**src/rtl/coreapb_initiator_pkg.sv**
```systemverilog
// rtl/coreapb_initiator_pkg.sv - shared types and defaults for the APB initiator
package coreapb_initiator_pkg;

  typedef enum logic [1:0] {
    IDLE   = 2'd0,
    SETUP  = 2'd1,
    ACCESS = 2'd2
  } apb_state_e;

  localparam int DEF_DWIDTH  = 32;
  localparam int DEF_AWIDTH  = 17;
  localparam int DEF_TIMEOUT = 16;
  // Wide enough for the largest supported TIMEOUT (255)
  localparam int WDOG_CW     = 8;

endpackage

```
**src/rtl/coreapb_init_wdog.sv**
```systemverilog
// rtl/coreapb_init_wdog.sv - saturating wait-state counter flagging the LIMIT-th consecutive wait
module coreapb_init_wdog
  import coreapb_initiator_pkg::*;
#(
  parameter int LIMIT = DEF_TIMEOUT
) (
  input  logic clk,
  input  logic rst_n,
  input  logic clear,
  input  logic count_en,
  output logic expired
);

  localparam logic [WDOG_CW-1:0] CNT_MAX = '1;
  localparam logic [WDOG_CW-1:0] CNT_LAST = WDOG_CW'(LIMIT - 1);

  logic [WDOG_CW-1:0] count_q;
  logic [WDOG_CW-1:0] count_d;

  always_comb begin
    count_d = count_q;
    if (clear) begin
      count_d = '0;
    end else if (count_en && (count_q != CNT_MAX)) begin
      count_d = count_q + WDOG_CW'(1);
    end
  end

  always_ff @(posedge clk or negedge rst_n) begin
    if (!rst_n) begin
      count_q <= '0;
    end else begin
      count_q <= count_d;
    end
  end

  // count_q holds the waits already seen, so this wait is number count_q+1
  assign expired = count_en && (count_q >= CNT_LAST);

endmodule

```
**src/rtl/coreapb_initiator.sv**
```systemverilog
// rtl/coreapb_initiator.sv - single-outstanding command/response to APB master bridge
module coreapb_initiator
  import coreapb_initiator_pkg::*;
#(
  parameter int APB_DWIDTH = DEF_DWIDTH,
  parameter int APB_AWIDTH = DEF_AWIDTH,
  parameter int TIMEOUT    = DEF_TIMEOUT
) (
  input  logic                  PCLK,
  input  logic                  PRESETN,
  input  logic                  cmd_valid,
  output logic                  cmd_ready,
  input  logic                  cmd_write,
  input  logic [APB_AWIDTH-1:0] cmd_addr,
  input  logic [APB_DWIDTH-1:0] cmd_wdata,
  output logic                  rsp_valid,
  input  logic                  rsp_ready,
  output logic [APB_DWIDTH-1:0] rsp_rdata,
  output logic                  rsp_err,
  output logic                  rsp_timeout,
  output logic                  PSEL,
  output logic                  PENABLE,
  output logic                  PWRITE,
  output logic [APB_AWIDTH-1:0] PADDR,
  output logic [APB_DWIDTH-1:0] PWDATA,
  input  logic [APB_DWIDTH-1:0] PRDATA,
  input  logic                  PREADY,
  input  logic                  PSLVERR
);

  apb_state_e             state_q;
  logic                   psel_q;
  logic                   penable_q;
  logic                   pwrite_q;
  logic [APB_AWIDTH-1:0]  paddr_q;
  logic [APB_DWIDTH-1:0]  pwdata_q;
  logic                   rsp_valid_q;
  logic [APB_DWIDTH-1:0]  rsp_rdata_q;
  logic                   rsp_err_q;
  logic                   rsp_timeout_q;

  logic accept_w;
  logic wait_en_w;
  logic expired_w;

  assign cmd_ready = (state_q == IDLE) && !rsp_valid_q;
  assign accept_w  = cmd_valid && cmd_ready;
  assign wait_en_w = (state_q == ACCESS) && !PREADY;

  coreapb_init_wdog #(
    .LIMIT (TIMEOUT)
  ) u_wdog (
    .clk      (PCLK),
    .rst_n    (PRESETN),
    .clear    (accept_w),
    .count_en (wait_en_w),
    .expired  (expired_w)
  );

  always_ff @(posedge PCLK or negedge PRESETN) begin
    if (!PRESETN) begin
      state_q       <= IDLE;
      psel_q        <= 1'b0;
      penable_q     <= 1'b0;
      pwrite_q      <= 1'b0;
      paddr_q       <= '0;
      pwdata_q      <= '0;
      rsp_valid_q   <= 1'b0;
      rsp_rdata_q   <= '0;
      rsp_err_q     <= 1'b0;
      rsp_timeout_q <= 1'b0;
    end else begin
      if (rsp_valid_q && rsp_ready) begin
        rsp_valid_q <= 1'b0;
      end
      case (state_q)
        IDLE: begin
          if (accept_w) begin
            state_q   <= SETUP;
            psel_q    <= 1'b1;
            penable_q <= 1'b0;
            pwrite_q  <= cmd_write;
            paddr_q   <= cmd_addr;
            pwdata_q  <= cmd_wdata;
          end
        end
        SETUP: begin
          state_q   <= ACCESS;
          penable_q <= 1'b1;
        end
        ACCESS: begin
          // A response can never be pending here, so overwriting rsp_* is safe
          if (PREADY) begin
            state_q       <= IDLE;
            psel_q        <= 1'b0;
            penable_q     <= 1'b0;
            rsp_valid_q   <= 1'b1;
            rsp_rdata_q   <= pwrite_q ? '0 : PRDATA;
            rsp_err_q     <= PSLVERR;
            rsp_timeout_q <= 1'b0;
          end else if (expired_w) begin
            state_q       <= IDLE;
            psel_q        <= 1'b0;
            penable_q     <= 1'b0;
            rsp_valid_q   <= 1'b1;
            rsp_rdata_q   <= '0;
            rsp_err_q     <= 1'b1;
            rsp_timeout_q <= 1'b1;
          end
        end
        default: begin
          state_q   <= IDLE;
          psel_q    <= 1'b0;
          penable_q <= 1'b0;
        end
      endcase
    end
  end

  assign PSEL        = psel_q;
  assign PENABLE     = penable_q;
  assign PWRITE      = pwrite_q;
  assign PADDR       = paddr_q;
  assign PWDATA      = pwdata_q;
  assign rsp_valid   = rsp_valid_q;
  assign rsp_rdata   = rsp_rdata_q;
  assign rsp_err     = rsp_err_q;
  assign rsp_timeout = rsp_timeout_q;

endmodule

```
**config.mk**
```make
export PLATFORM = sky130hd
export DESIGN_NAME = coreapb_initiator
export DESIGN_NICKNAME = d
export VERILOG_FILES = /design/src/rtl/coreapb_initiator_pkg.sv /design/src/rtl/coreapb_init_wdog.sv /design/src/rtl/coreapb_initiator.sv
export SDC_FILE = /design/constraint.sdc
export NUM_CORES = 1
export LEC_CHECK = 0
export ABC_AREA = 1
export CORE_MARGIN = 1
export CORE_UTILIZATION = 45
export DETAILED_ROUTE_END_ITERATION = 10
export PLACE_DENSITY = 0.85
export SLEW_MARGIN = 10
export SYNTH_ARGS = -nofsm -noshare
export SYNTH_HDL_FRONTEND = slang
export SYNTH_SLANG_ARGS = --single-unit
```
**constraint.sdc**
```tcl
create_clock -name PCLK -period 2.8 [get_ports PCLK]
set_input_delay 0.84 -clock PCLK [delete_from_list [all_inputs] [get_ports PCLK]]
set_output_delay 0.84 -clock PCLK [all_outputs]
set_load 0.01 [all_outputs]
```
==> results of run 1 <==
-- worst paths after layout --
check | start | to | slack [ns] | cells past startpoint
min in group asynchronous | PRESETN | rsp_rdata[0] | 0.51 | 1
max reg2reg | state_q[1] | u_wdog.count_q[4] | 1.05 | 7
min | PWDATA[6] | PWDATA[6] | 0.49 | 2
max in group asynchronous | PRESETN | PWDATA[29] | 1.64 | 2
max | state_q[1] | cmd_ready | 0.23 | 2
min reg2reg | PWDATA[6] | PWDATA[6] | 0.49 | 2
-- per-stage QoR --
stage	setup WS [ns]	instances	util
after detailed placement	0.520	718	0.671
after floorplan	1.06	454	-
after global placement	0.574	718	0.671
after CTS	0.189	734	0.693
final	0.233	734	0.693
after global routing	0.160	734	0.693
-- per-layer routing --
layer  global-route usage  share of wire
met4               0.0833          0.010
met2                0.370           0.46
met3               0.0750           0.11
met1                0.301           0.42
met5                    0              0
-- synth_stat cells, drive strengths merged (2+ instances only) --
library cell	instances	share of area
a21oi	3	0.0047
buf	14	0.023
clkbuf	13	0.012
dfrtp	96	0.60
inv	14	0.013
nand2	207	0.20
nand3	46	0.058
nand4	34	0.053
nor2	14	0.016
o21ai	5	0.0072
xor2	2	0.0044
-- state kept, by name, indices dropped and copies added, names as in the netlist --
| signal | flops |
|---|---|
| PADDR | 17 |
| PSEL | 1 |
| PWDATA | 32 |
| PWRITE | 1 |
| rsp_err | 1 |
| rsp_rdata | 32 |
| rsp_timeout | 1 |
| rsp_valid | 1 |
| state_q | 2 |
| u_wdog.count_q | 8 |
-- power by group through the flow --
stage	combinational, mW	sequential, mW	clock [mW]
after floorplan	0.980	2.62	0
after CTS	2.87	2.36	0.889
after global placement	2.79	2.36	0
after global routing	3.14	2.43	0.950
after detailed placement	2.86	2.37	0
final	2.84	2.35	0.863
-- area by class of cell --
class,count,area [µm²],area share
Sequential cell,96,2400,0.399
Timing Repair Buffer,183,1830,0.305
Multi-Input combinational cell,317,1400,0.233
Clock buffer,10,138,0.0229
Tap cell,108,135,0.0225
Inverter,14,52.6,0.00874
Clock inverter,6,50.0,0.00832
-- logic make-up (layout without fill, tap and decap cells) --
logic type | count (synthesis) | after routing | share of synthesized area
simple gates | 303 | 303 | 0.326
flops | 96 | 96 | 0.601
buf+inv | 41 | 213 | 0.0479
compound gates | 10 | 10 | 0.0157
xor+xnor | 3 | 3 | 0.00658
fa+ha+maj | 1 | 1 | 0.00313
-- worst max-delay path, cell delays in order (launching register included) --
cell and delay (ns):
sky130_fd_sc_hd__dfrtp_1 0.47, sky130_fd_sc_hd__nor3_2 0.29, sky130_fd_sc_hd__clkdlybuf4s50_1 0.62
-- cell usage in the layout (no fill, tap or decap) --
cell / Yosys / layout
sky130_fd_sc_hd__inv_2: 4 / 4
sky130_fd_sc_hd__nor2_2: 1 / 1
sky130_fd_sc_hd__nor3_2: 1 / 1
sky130_fd_sc_hd__a21boi_0: 1 / 1
sky130_fd_sc_hd__clkinv_2: 0 / 1
sky130_fd_sc_hd__inv_8: 0 / 1
sky130_fd_sc_hd__inv_1: 10 / 10
sky130_fd_sc_hd__nand2_1: 206 / 206
sky130_fd_sc_hd__o211ai_1: 1 / 1
sky130_fd_sc_hd__ha_1: 1 / 1
sky130_fd_sc_hd__nand2_2: 1 / 1
sky130_fd_sc_hd__nand4_1: 34 / 34
sky130_fd_sc_hd__nor2_4: 1 / 1
sky130_fd_sc_hd__dfrtp_1: 96 / 96
sky130_fd_sc_hd__nor2_1: 12 / 12
sky130_fd_sc_hd__inv_6: 0 / 3
sky130_fd_sc_hd__or2_2: 1 / 1
sky130_fd_sc_hd__o21ai_1: 2 / 2
sky130_fd_sc_hd__xnor2_1: 1 / 1
sky130_fd_sc_hd__a21oi_2: 1 / 1
sky130_fd_sc_hd__nand3_1: 46 / 46
sky130_fd_sc_hd__a21oi_1: 2 / 2
sky130_fd_sc_hd__buf_12: 0 / 2
sky130_fd_sc_hd__o21ai_2: 1 / 1
sky130_fd_sc_hd__clkinvlp_4: 0 / 1
sky130_fd_sc_hd__buf_4: 8 / 7
sky130_fd_sc_hd__clkbuf_8: 0 / 10
sky130_fd_sc_hd__o21ai_0: 2 / 2
sky130_fd_sc_hd__xor2_1: 2 / 2
sky130_fd_sc_hd__clkdlybuf4s50_1: 0 / 174
==> results.cfg, run 1 <==
[floorplan]
die_y_um = 96.2
design.portCount = 176
horizontal_die_dimension_um = 96.2
floorplan.die_area_mm2 = 0.00926
std_cell_rows = 34
core_mm2 = 0.00868
initial_utilization = 0.460

[final_layout]
syn2layout_area_growth_pct = 50.5
antenna_cells = 0
fillers = 670
nNetsFinal = 710
final_layout_size_suffix_gt1_frac = 0.0575
post_layout_instance_area_mm2 = 0.00601

[grt]
globalRouteTotalUtil = 0.234
grt_antenna_before_repair = 0
vias_in_the_first_global_route = 3486
grt_first_pass_wirelength_um = 16500
grt_max_degree = 63
globalRouteOverflowTotal = 0

[placement]
placement.cell_area_mm2 = 0.00583
dpl.hpwl_um = 7640
routabilityCongestion = 0.790
placement.io_buffers = 175

[cts]
postCtsSetupRepairBufs = 0
clk_path_buf_depth = 2
cts.root.buffer_cell = sky130_fd_sc_hd__clkbuf_8
clkSlewWorstSetupHoldPaths_ns = 0.09
clkSinkCount = 96
num_cts_buffers = 9
clock_insertion_delay_worst_skew_ns = 0.35
ctsResizeCount = 0
cts_hold_repair.buffers = 0
clock_tree_from_tritoncts = built
htree_levels = 3

[pwr]
power_frac_seq = 0.389
p_per_area_mw_per_mm2 = 1010
clkPwrFrac = 0.142
power.net_switching_mw = 2.23
power_mw = 6.06
leakage_power_figure_nw = 2.90
power_frac_comb = 0.469
power.switching_fraction = 0.369
internal-power_mw = 3.82
max-vdd-ir-drop_uv = 533

[yosys]
syn_inst = 454
synth-seq-area-share = 0.601
flop_and_latch_count_out_of_synthesis = 96
syn_area_mm2 = 0.00400
yosys_warnings = 0
postSynthAreaPerCell_um2 = 8.80
synth-async-reset-ratio = 1.00
yosysUniqueCellTypes = 25
syn-num-nets = 543
postSynth.topFlopCell = sky130_fd_sc_hd__dfrtp_1
synth_edf_count = 0

[sta]
setup_viol = 0
max_freq_mhz = 390
timing.setup.tns_ns = 0
unrepaired_setup_endpoints_after_global_routing = false
final_period_minus_worst_setup_slack_ns = 2.57
timing.hold.ws_ns = 0.486
final.period_utilization = 0.917
drv_slew = 0
worst-slew-pin-transition_ns = 1.07
maxSlewHeadroom = 0.283
timing.final.hold_violations = 0
final.setup_skew_ns = 0.00780

[run_status]
outcome = complete, no violations

[worst_setup_path]
setup.worst_path.end_class = output port
worst_ep_arrival_time_ns = 1.73
critical_path_required_ns = 1.96
worst_setup_path_start_kind = register
critical_path.max_fanout = 6
worst-setup-path-type = register to output port

[route]
route.detailed.wl_per_inst_um = 14.7
route.detailed.drc = 0
drt-vias-per-instance = 5.05
route.antenna.remaining_nets = 0
drtPass1Iterations = 4
routed_wl_um = 10800
drtIter0Drc = 196
via_count = 3708

[flow_run]
max_cap_violations = 0

[min_path]
class_of_the_worst_hold_path = register to register
Note: power is estimated with default switching activity, not from simulation.
==> inputs of run 2 (changes only) <==
--- a/config.mk
+++ b/config.mk
@@ -6,8 +6,10 @@
 export NUM_CORES = 1
 export LEC_CHECK = 0
 export ABC_AREA = 1
+export CELL_PAD_IN_SITES_DETAIL_PLACEMENT = 1
+export CELL_PAD_IN_SITES_GLOBAL_PLACEMENT = 2
 export CORE_MARGIN = 1
-export CORE_UTILIZATION = 45
+export CORE_UTILIZATION = 25
 export DETAILED_ROUTE_END_ITERATION = 10
 export PLACE_DENSITY = 0.85
 export SLEW_MARGIN = 10
==> run 2 against run 1 <==
Effect of this change:
- design area is 4.8% higher
- clock skew is 0.0039 ns lower
- worst setup slack better by 0.064 ns
- fmax is 2.6% higher
- utilization decreased by 28 points
- critical path depth unchanged
- via count increased by 1.0%
- count of clock-buffer cells in the layout up 1
- critical path type unchanged
- largest cell class unchanged
- wire length up 23%
==> results.cfg, run 2 (same netlist as run 1, synthesis figures left out) <==
[sta]
worst_slack_ns = 0.297
final.setup_skew_ns = 0.00393
final_period_minus_worst_setup_slack_ns = 2.50
timing.final.hold_violations = 0
max_freq_mhz = 400
maxSlewHeadroom = 0.264
timing.setup.tns_ns = 0
worst-slew-pin-transition_ns = 1.10
unrepaired_setup_endpoints_after_global_routing = false
setup_viol = 0
drv_slew = 0
final.period_utilization = 0.894

[cts]
clkSinkCount = 96
clock_insertion_delay_worst_skew_ns = 0.35
htree_levels = 3
postCtsSetupRepairBufs = 0
cts_hold_repair.buffers = 0
cts.root.buffer_cell = sky130_fd_sc_hd__clkbuf_16
clkSlewWorstSetupHoldPaths_ns = 0.07
num_cts_buffers = 9
clk_path_buf_depth = 2
clock_tree_from_tritoncts = built
ctsResizeCount = 0

[route]
route.detailed.drc = 0
via_count = 3745
drtIter0Drc = 140
routed_wl_um = 13200
route.detailed.wl_per_inst_um = 15.8
drt-vias-per-instance = 4.48
drtPass1Iterations = 4
route.antenna.remaining_nets = 0

[grt]
globalRouteTotalUtil = 0.168
globalRouteOverflowTotal = 0
vias_in_the_first_global_route = 4116
grt_antenna_before_repair = 0
grt_max_degree = 54
grt_first_pass_wirelength_um = 21500

[run_status]
outcome = complete, no violations

[floorplan]
horizontal_die_dimension_um = 128
design.portCount = 176
core_mm2 = 0.0154
die_y_um = 128
std_cell_rows = 45
floorplan.die_area_mm2 = 0.0165
initial_utilization = 0.259

[pwr]
leakage_power_figure_nw = 2.98
p_per_area_mw_per_mm2 = 1060
max-vdd-ir-drop_uv = 403
power_mw = 6.67

[worst_setup_path]
worst_ep_arrival_time_ns = 1.66
critical_path.cell_chain = nor3_2 -> clkdlybuf4s50_1
rrSetupSlack_ns = 0.90
critical_path_required_ns = 1.96
slowest_stage = sky130_fd_sc_hd__clkdlybuf4s50_1
worst_setup_path_start_kind = register
setup.worst_path.end_class = output port
critical_path.max_fanout = 6
crit_path_max_incr_delay_ns = 0.62
worst-setup-path-type = register to output port

[placement]
dpl.hpwl_um = 9070
placement.cell_area_mm2 = 0.00597
placement.io_buffers = 175
routabilityCongestion = 0.752
place_ws_ns = 0.485

[final_layout]
post_layout_instance_area_mm2 = 0.00630
antenna_cells = 0
nNetsFinal = 709
final_layout_size_suffix_gt1_frac = 0.0560
syn2layout_area_growth_pct = 57.8
fillers = 1830
layout.cells.most_common = sky130_fd_sc_hd__nand2_1
final_cell_utilization_of_the_core = 0.409
most-common-layout-cells = 206 x sky130_fd_sc_hd__nand2_1, 174 x sky130_fd_sc_hd__clkdlybuf4s50_1, 96 x sky130_fd_sc_hd__dfrtp_1

[flow_run]
max_cap_violations = 0

[min_path]
class_of_the_worst_hold_path = register to register
==> run 2: area by class of cell <==
cell class	count	area (µm²)	area share
Sequential cell	96	2400	0.381
Timing Repair Buffer	182	1850	0.294
Multi-Input combinational cell	317	1400	0.222
Tap cell	211	264	0.0419
Clock buffer	11	253	0.0401
Clock inverter	5	78.8	0.0125
Inverter	14	52.6	0.00833
==> run 2: metal layers <==
metal,vias to the layer above,track usage,part of all wire
met2,127,0.276,0.46
li1,1797,-,-
met4,0,0.0457,0.011
met1,1811,0.210,0.44
met3,10,0.0590,0.086
met5,-,0,0
==> run 2: path summary, 6_finish.rpt <==
kind                              startpoint             to  cells past startpoint
setup reg to reg           u_wdog.count_q[0]        rsp_err                      8
hold reg to reg                   PWDATA[15]     PWDATA[15]                      2
max in group asynchronous            PRESETN     PWDATA[15]                      2
hold / removal                    PWDATA[15]     PWDATA[15]                      2
setup / recovery                  state_q[1]      cmd_ready                      2
min in group asynchronous            PRESETN  rsp_rdata[29]                      1
==> run 2: through the flow <==
step                      hold slack (ns)  cells
after global placement              0.462    820
final                               0.478    836
after floorplan                     0.515    454
after CTS                           0.485    836
after global routing                0.495    836
after detailed placement            0.466    820
==> run 2: critical path, delay by kind of cell (launching register included) <==
kind / cells / cell delay [ns]
buffers and inverters: 1 / 0.62
flip-flops: 1 / 0.45
AND/OR/NAND/NOR: 1 / 0.25
==> run 2: report_power, final <==
group	internal [mW]	total, mW	switching [mW]
clock	0.830	1.37	0.539
sequential	2.00	2.38	0.380
combinational	1.48	2.92	1.44
total	4.31	6.67	2.35
==> inputs of run 3 (changes only) <==
--- a/config.mk
+++ b/config.mk
@@ -9,10 +9,12 @@
 export CELL_PAD_IN_SITES_DETAIL_PLACEMENT = 1
 export CELL_PAD_IN_SITES_GLOBAL_PLACEMENT = 2
 export CORE_MARGIN = 1
-export CORE_UTILIZATION = 25
+export CORE_UTILIZATION = 23
 export DETAILED_ROUTE_END_ITERATION = 10
-export PLACE_DENSITY = 0.85
+export PLACE_DENSITY = 0.79
+export RECOVER_POWER = 25
 export SLEW_MARGIN = 10
 export SYNTH_ARGS = -nofsm -noshare
 export SYNTH_HDL_FRONTEND = slang
+export SYNTH_HIERARCHICAL = 1
 export SYNTH_SLANG_ARGS = --single-unit
==> constraint.sdc (replaced) <==
create_clock -name PCLK -period 2.5 [get_ports PCLK]
set_input_delay 0.75 -clock PCLK [delete_from_list [all_inputs] [get_ports PCLK]]
set_output_delay 0.75 -clock PCLK [all_outputs]
set_load 0.01 [all_outputs]
==> run 3 against run 2 <==
Effect of this change:
- design area is 0.24% higher
- total power is 11% higher
- sequential power is 13% higher
- worst hold slack better by 0.0026 ns
- wire length is 7.9% lower
- first-iteration DRC count is 9.3% higher
- largest cell class unchanged
==> results.cfg, run 3 <==
[min_path]
class_of_the_worst_hold_path = register to register

[worst_setup_path]
slowest_stage = sky130_fd_sc_hd__clkdlybuf4s50_1
worst-setup-path-type = register to output port
setup.worst_path.end_class = output port
critical_path.cell_chain = nor3_4 -> clkdlybuf4s50_1
worstPathBufferInverterCount = 1
worst_ep_arrival_time_ns = 1.62
crit_family = buffers and inverters
critical_path_required_ns = 1.75
worst_setup_path_start_kind = register
crit_path_max_incr_delay_ns = 0.60
critical_path.max_fanout = 4

[final_layout]
syn2layout_area_growth_pct = 57.3
nNetsFinal = 726
final_layout_size_suffix_gt1_frac = 0.0654
antenna_cells = 0
final_cell_utilization_of_the_core = 0.376
fillers = 1956
most-common-layout-cells = 246 x sky130_fd_sc_hd__nand2_1, 174 x sky130_fd_sc_hd__clkdlybuf4s50_1, 97 x sky130_fd_sc_hd__dfrtp_1
footprint_of_the_flip_flops_and_latches_mm2 = 0.00243
multiInputGateArea_mm2 = 0.00138
final_cell_count_no_fill = 862
layout.cells.most_common = sky130_fd_sc_hd__nand2_1

[grt]
globalRouteTotalUtil = 0.144
grt_max_degree = 70
grt_first_pass_wirelength_um = 20300
globalRouteOverflowTotal = 0
grt_antenna_before_repair = 0
vias_in_the_first_global_route = 4070

[sta]
unrepaired_setup_endpoints_after_global_routing = false
final_period_minus_worst_setup_slack_ns = 2.37
drv_slew = 0
maxSlewHeadroom = 0.276
final.setup_skew_ns = 0.00658
worst-slew-pin-transition_ns = 1.09
timing.setup.tns_ns = 0
timing.final.hold_violations = 0
final.period_utilization = 0.949
max_freq_mhz = 421
worst_slack_ns = 0.127
setup_viol = 0

[placement]
place_ws_ns = 0.0706
routabilityCongestion = 0.726
placed_instance_count = 846
dpl.hpwl_um = 8940
placement.io_buffers = 175

[yosys]
synth_top_cell_area_share = 0.604
syn_inst = 462
synth-async-reset-ratio = 1.00
synth-seq-area-share = 0.604
synth.cells.most_frequent = 246 x sky130_fd_sc_hd__nand2_1, 97 x sky130_fd_sc_hd__dfrtp_1, 31 x sky130_fd_sc_hd__o21ai_0
yosys-top-cells-area = sky130_fd_sc_hd__dfrtp_1 60%, sky130_fd_sc_hd__nand2_1 23%, sky130_fd_sc_hd__o21ai_0 3.9%, sky130_fd_sc_hd__buf_6 2.0%, sky130_fd_sc_hd__inv_1 1.3%
synth_top_cell_by_area = sky130_fd_sc_hd__dfrtp_1
most_numerous_cell_in_the_yosys_netlist = sky130_fd_sc_hd__nand2_1
yosys_warnings = 6
postSynthAreaPerCell_um2 = 8.70
postSynth.topFlopCell = sky130_fd_sc_hd__dfrtp_1
syn_area_mm2 = 0.00402
synth_edf_count = 0
syn-num-nets = 551
yosysUniqueCellTypes = 26
flop_and_latch_count_out_of_synthesis = 97

[pwr]
max-vdd-ir-drop_uv = 506
leakage_power_figure_nw = 2.91
p_per_area_mw_per_mm2 = 1170

[run_status]
outcome = complete, no violations

[floorplan]
design.portCount = 176
floorplan.die_area_mm2 = 0.0180
horizontal_die_dimension_um = 134
core_mm2 = 0.0168
std_cell_rows = 47
die_y_um = 134
initial_utilization = 0.239

[route]
drt-vias-per-instance = 4.25
route.detailed.drc = 0
via_count = 3661
drtIter0Drc = 153
route.detailed.wl_per_inst_um = 14.1
route.antenna.remaining_nets = 0
drtPass1Iterations = 4
routed_wl_um = 12200

[cts]
ctsResizeCount = 0
clk_path_buf_depth = 2
postCtsSetupRepairBufs = 0
htree_levels = 3
cts.root.buffer_cell = sky130_fd_sc_hd__clkbuf_16
cts_hold_repair.buffers = 0
clock_insertion_delay_worst_skew_ns = 0.35
clkSinkCount = 97
num_cts_buffers = 9
clock_tree_from_tritoncts = built
clkSlewWorstSetupHoldPaths_ns = 0.07

[flow_run]
max_cap_violations = 0
run 3: cell count changes after synthesis, sizes merged, moves of 10 or more:
| cell | before | now |
|---|---|---|
| nand4 | 34 | 1 |
| nand3 | 46 | 10 |
| clkbuf | 13 | 3 |
| o21ai | 5 | 40 |
| nand2 | 207 | 250 |
run 3: per-stage QoR:
step | area (µm²) | hold slack (ns) | total power [mW]
2_1_floorplan | 4020 | 0.454 | 4.09
3_3_place_gp | 6030 | 0.461 | 5.90
3_5_place_dp | 6030 | 0.464 | 6.01
4_1_cts | 6350 | 0.423 | 7.56
5_1_grt | 6320 | 0.515 | 7.97
6_report | 6320 | 0.481 | 7.41
run 3: final cells by class:
class                      count  area share
tap                          220      0.0436
inverter                      18      0.0113
sequential                    97       0.384
clock buffer                  10      0.0362
multi-input combinational    327       0.218
timing repair buffer         184       0.292
clock inverter                 6      0.0145
run 3: kinds of logic (layout without fill, tap and decap cells):
group	after synthesis	in the layout	share of synthesized area
AOI/OAI and AO/OA	45	45	0.0607
adders and majority gates	1	1	0.00311
buffers and inverters	38	218	0.0545
DFF	97	97	0.604
and+or+nand+nor	281	281	0.277
run 3: routing by layer:
layer | global-route usage | vias up | share of wire
met5 | 0 | - | 0
met4 | 0.0506 | 0 | 0.013
met3 | 0.0427 | 10 | 0.070
met2 | 0.244 | 100 | 0.49
met1 | 0.172 | 1776 | 0.43
li1 | - | 1775 | -
run 3: tightest hold or removal path, cell delays in order, from the launching register on:
cell and delay (ns):
sky130_fd_sc_hd__dfrtp_1 0.35, sky130_fd_sc_hd__nand2_1 0.05, sky130_fd_sc_hd__nand2_1 0.05
run 3: report_power, final:
part / switching, mW / internal (mW)
registers: 0.418 / 2.26
clock network: 0.629 / 0.882
logic: 1.54 / 1.68
total: 2.59 / 4.82
run 3: worst paths after layout:
check                           start  slack (ns)             to  cells past startpoint
max reg2reg                state_q[0]        0.58  rsp_rdata[16]                      9
max                        state_q[0]        0.13      cmd_ready                      2
min                        PWDATA[15]        0.48     PWDATA[15]                      2
min reg2reg                PWDATA[15]        0.48     PWDATA[15]                      2
max in group asynchronous     PRESETN        0.55      PADDR[14]                      2
min in group asynchronous     PRESETN        0.60  rsp_rdata[31]                      1
==> variant (settings of run 3) <==
Reset style: synchronous (`PRESETN` and `rst_n`), changed in 2 clocked blocks.
--- a/src/rtl/coreapb_init_wdog.sv
+++ b/src/rtl/coreapb_init_wdog.sv
@@ -27,5 +27,5 @@
   end
 
-  always_ff @(posedge clk or negedge rst_n) begin
+  always_ff @(posedge clk) begin
     if (!rst_n) begin
       count_q <= '0;
--- a/src/rtl/coreapb_initiator.sv
+++ b/src/rtl/coreapb_initiator.sv
@@ -58,5 +58,5 @@
   );
 
-  always_ff @(posedge PCLK or negedge PRESETN) begin
+  always_ff @(posedge PCLK) begin
     if (!PRESETN) begin
       state_q       <= IDLE;
Formal check against the unedited RTL: differs if PRESETN is asserted again (counterexample within 4 cycles, from zero or initial values and one cycle with PRESETN low); with PRESETN held inactive, the same outputs for 4 cycles.
==> variant against run 3 <==
Hold slack barely moved. Non-clock buffer count increased by 7. Fmax rose by 2.1%. Highest routed layer unchanged. Final cell count increased by 20%. Sequential cell count decreased by 1. Via count rose by 18%. Worst setup slack gained 0.049 ns. Design area grew 2.0%. Wire length up 6.8%. Critical endpoint unchanged. Synthesized area grew 4.2%. Utilization shrank 0.82 points.
Power is not compared: it rests on default switching activity, and its combinational part moved more than twofold at a synthesized area within 25%.
==> variant: results (changes against run 3) <==
* Reg2reg setup slack at 0.61 ns (was 0.58 ns)
* Clk buf depth at 2 (unchanged)
* DR DRC count at 0 (unchanged)
* Sequential-to-total area share from yosys stat at 45.91% (was 60.42%)
* Placed inst area at 6183 µm² (was 6032 µm²)
* Hold_ws at 0.4814 ns (was 0.4811 ns)
* Pre-Repair DR Iteration Count at 4 (unchanged)
* Num CTS Buffers at 9 (unchanged)
* Diode count at 0 (unchanged)
* Share of cells above drive strength 1 at 4.815% (was 6.542%)
* Initial antenna violation count at 0 (unchanged)
* Tightest Pin Transition at 0.7397 ns (was 1.086 ns)
* Routability congestion estimate at 0.7563 (was 0.7260)
* Critical path peak fanout at 5 (was 4)
* Count of nets after finishing at 896 (was 726)
* Clk slew on worst S/H paths at 0.07 ns (about the same)
* Filler Cell Count at 2203 (was 1956)
* Commonest cells post-synth: 192 x nand2_1, 187 x nor2_1, 96 x dfxtp_1, 67 x inv_1, 38 x nand3_1 (was 246 x nand2_1, 97 x dfrtp_1, 31 x o21ai_0, 14 x inv_1, 13 x nor2_1)
* Met1 Use GR at 16.50% (was 17.21%)
* Pre-CTS setup slack at -0.04137 ns (was 0.07065 ns)
* Leakage power at 2.823 nW
* Achievable Freq at 430.3 MHz (was 421.4 MHz)
* Final wirelength at 13010 µm (was 12180 µm)
* DR vias/cell at 4.167 (was 4.247)
* Vias in the first global route at 4374 (was 4070)
* Main synth FF type: dfxtp_1 (was dfrtp_1)
* Net count after synthesis at 730 (was 551)
* Clk_lat worst skew at 0.35 ns (about the same)
* Hold Path Class: register to register (unchanged)
* Met3 usage at 5.926% (was 4.271%)
* Max Slew Vio Count at 0 (unchanged)
* Synth top area cells: dfxtp_1 46%, nand2_1 17%, nor2_1 17% (was dfrtp_1 60%, nand2_1 23%, o21ai_0 3.9%)
* Met2 Usage GRT at 23.91% (was 24.44%)
* Syn Inst Count at 641 (was 462)
* Status: completed (unchanged)
* Placed Instances at 1021 (was 846)
* YS warnings at 6 (unchanged)
* DPL Wire Length at 9637 µm (was 8945 µm)
* Critical Path AT at 1.57 ns (was 1.62 ns)
* Peak VDD IR at 0.0003403 V
* Largest net degree at the start of global routing at 45 (was 70)
* H-Tree Depth at 3 (unchanged)
* GRT Total Usage at 14.42% (was 14.37%)
* Root Buffer: clkbuf_16 (unchanged)
* PostCTS Resize Cnt at 0 (unchanged)
* Clock skew at 0.006753 ns (was 0.006585 ns)
* IO buf count at 175 (unchanged)
* Cell variety after synth at 23 (was 26)
* Avg WL per Cell at 12.57 µm (was 14.13 µm)
* # Post-CTS Setup Buffers at 0 (unchanged)
* First-pass GRT wire length at 20980 µm (was 20270 µm)
* DRT iter0 DRCs at 93 (was 153)
* Async SR Flop Fraction at 0% (was 100.0%)
[variant: cell types whose count changed in the layout (fill, tap and decap cells not counted), sizes merged, moves of 7 or more]
cell	before	now
inv	18	68
dfxtp	0	96
buf	7	14
nand2	250	193
dfrtp	97	0
nor2	17	192
o21ai	40	3
nand3	10	40
[variant: critical path, stage by stage, from the launching register on]
cell and delay (ns):
dfxtp_1 0.35, nor3_1 0.25, clkdlybuf4s50_1 0.62
[variant: where the power goes]
part	total, mW	switching (mW)	internal [mW]
Combinational	0.786	0.374	0.412
Sequential	1.69	0.0527	1.63
Clock	1.49	0.601	0.894
[variant: kinds of logic after synthesis]
| logic type | synth area share, % |
|---|---|
| adders and majority gates | 0.2988 |
| AOI/OAI and AO/OA | 1.255 |
| buffers and inverters | 11.51 |
| DFF | 45.91 |
| and+or+nand+nor | 41.03 |
[variant: cell type report]
cell class | instances | area [µm²] | area share, %
repair buffers | 191 | 1894 | 29.39
flip-flops and latches | 96 | 1922 | 29.81
multi-input cells | 441 | 1783 | 27.66
clock buffers | 11 | 242.7 | 3.766
well taps | 225 | 281.5 | 4.367
inverters | 68 | 255.2 | 3.960
clock inverters | 3 | 67.56 | 1.048
[variant: per-layer routing]
metal | vias up | share of wire [%]
met2 | 116 | 45
met1 | 1969 | 44
met5 | - | 0
li1 | 2216 | -
met4 | 0 | 1.5
met3 | 12 | 9.8
[variant: worst paths after layout]
| kind | startpoint | depth (start not counted) | end |
|---|---|---|---|
| min | rsp_rdata[13] | 2 | rsp_rdata[13] |
| max reg2reg | PENABLE | 11 | rsp_rdata[25] |
| min reg2reg | rsp_rdata[13] | 2 | rsp_rdata[13] |
| max | PENABLE | 2 | cmd_ready |
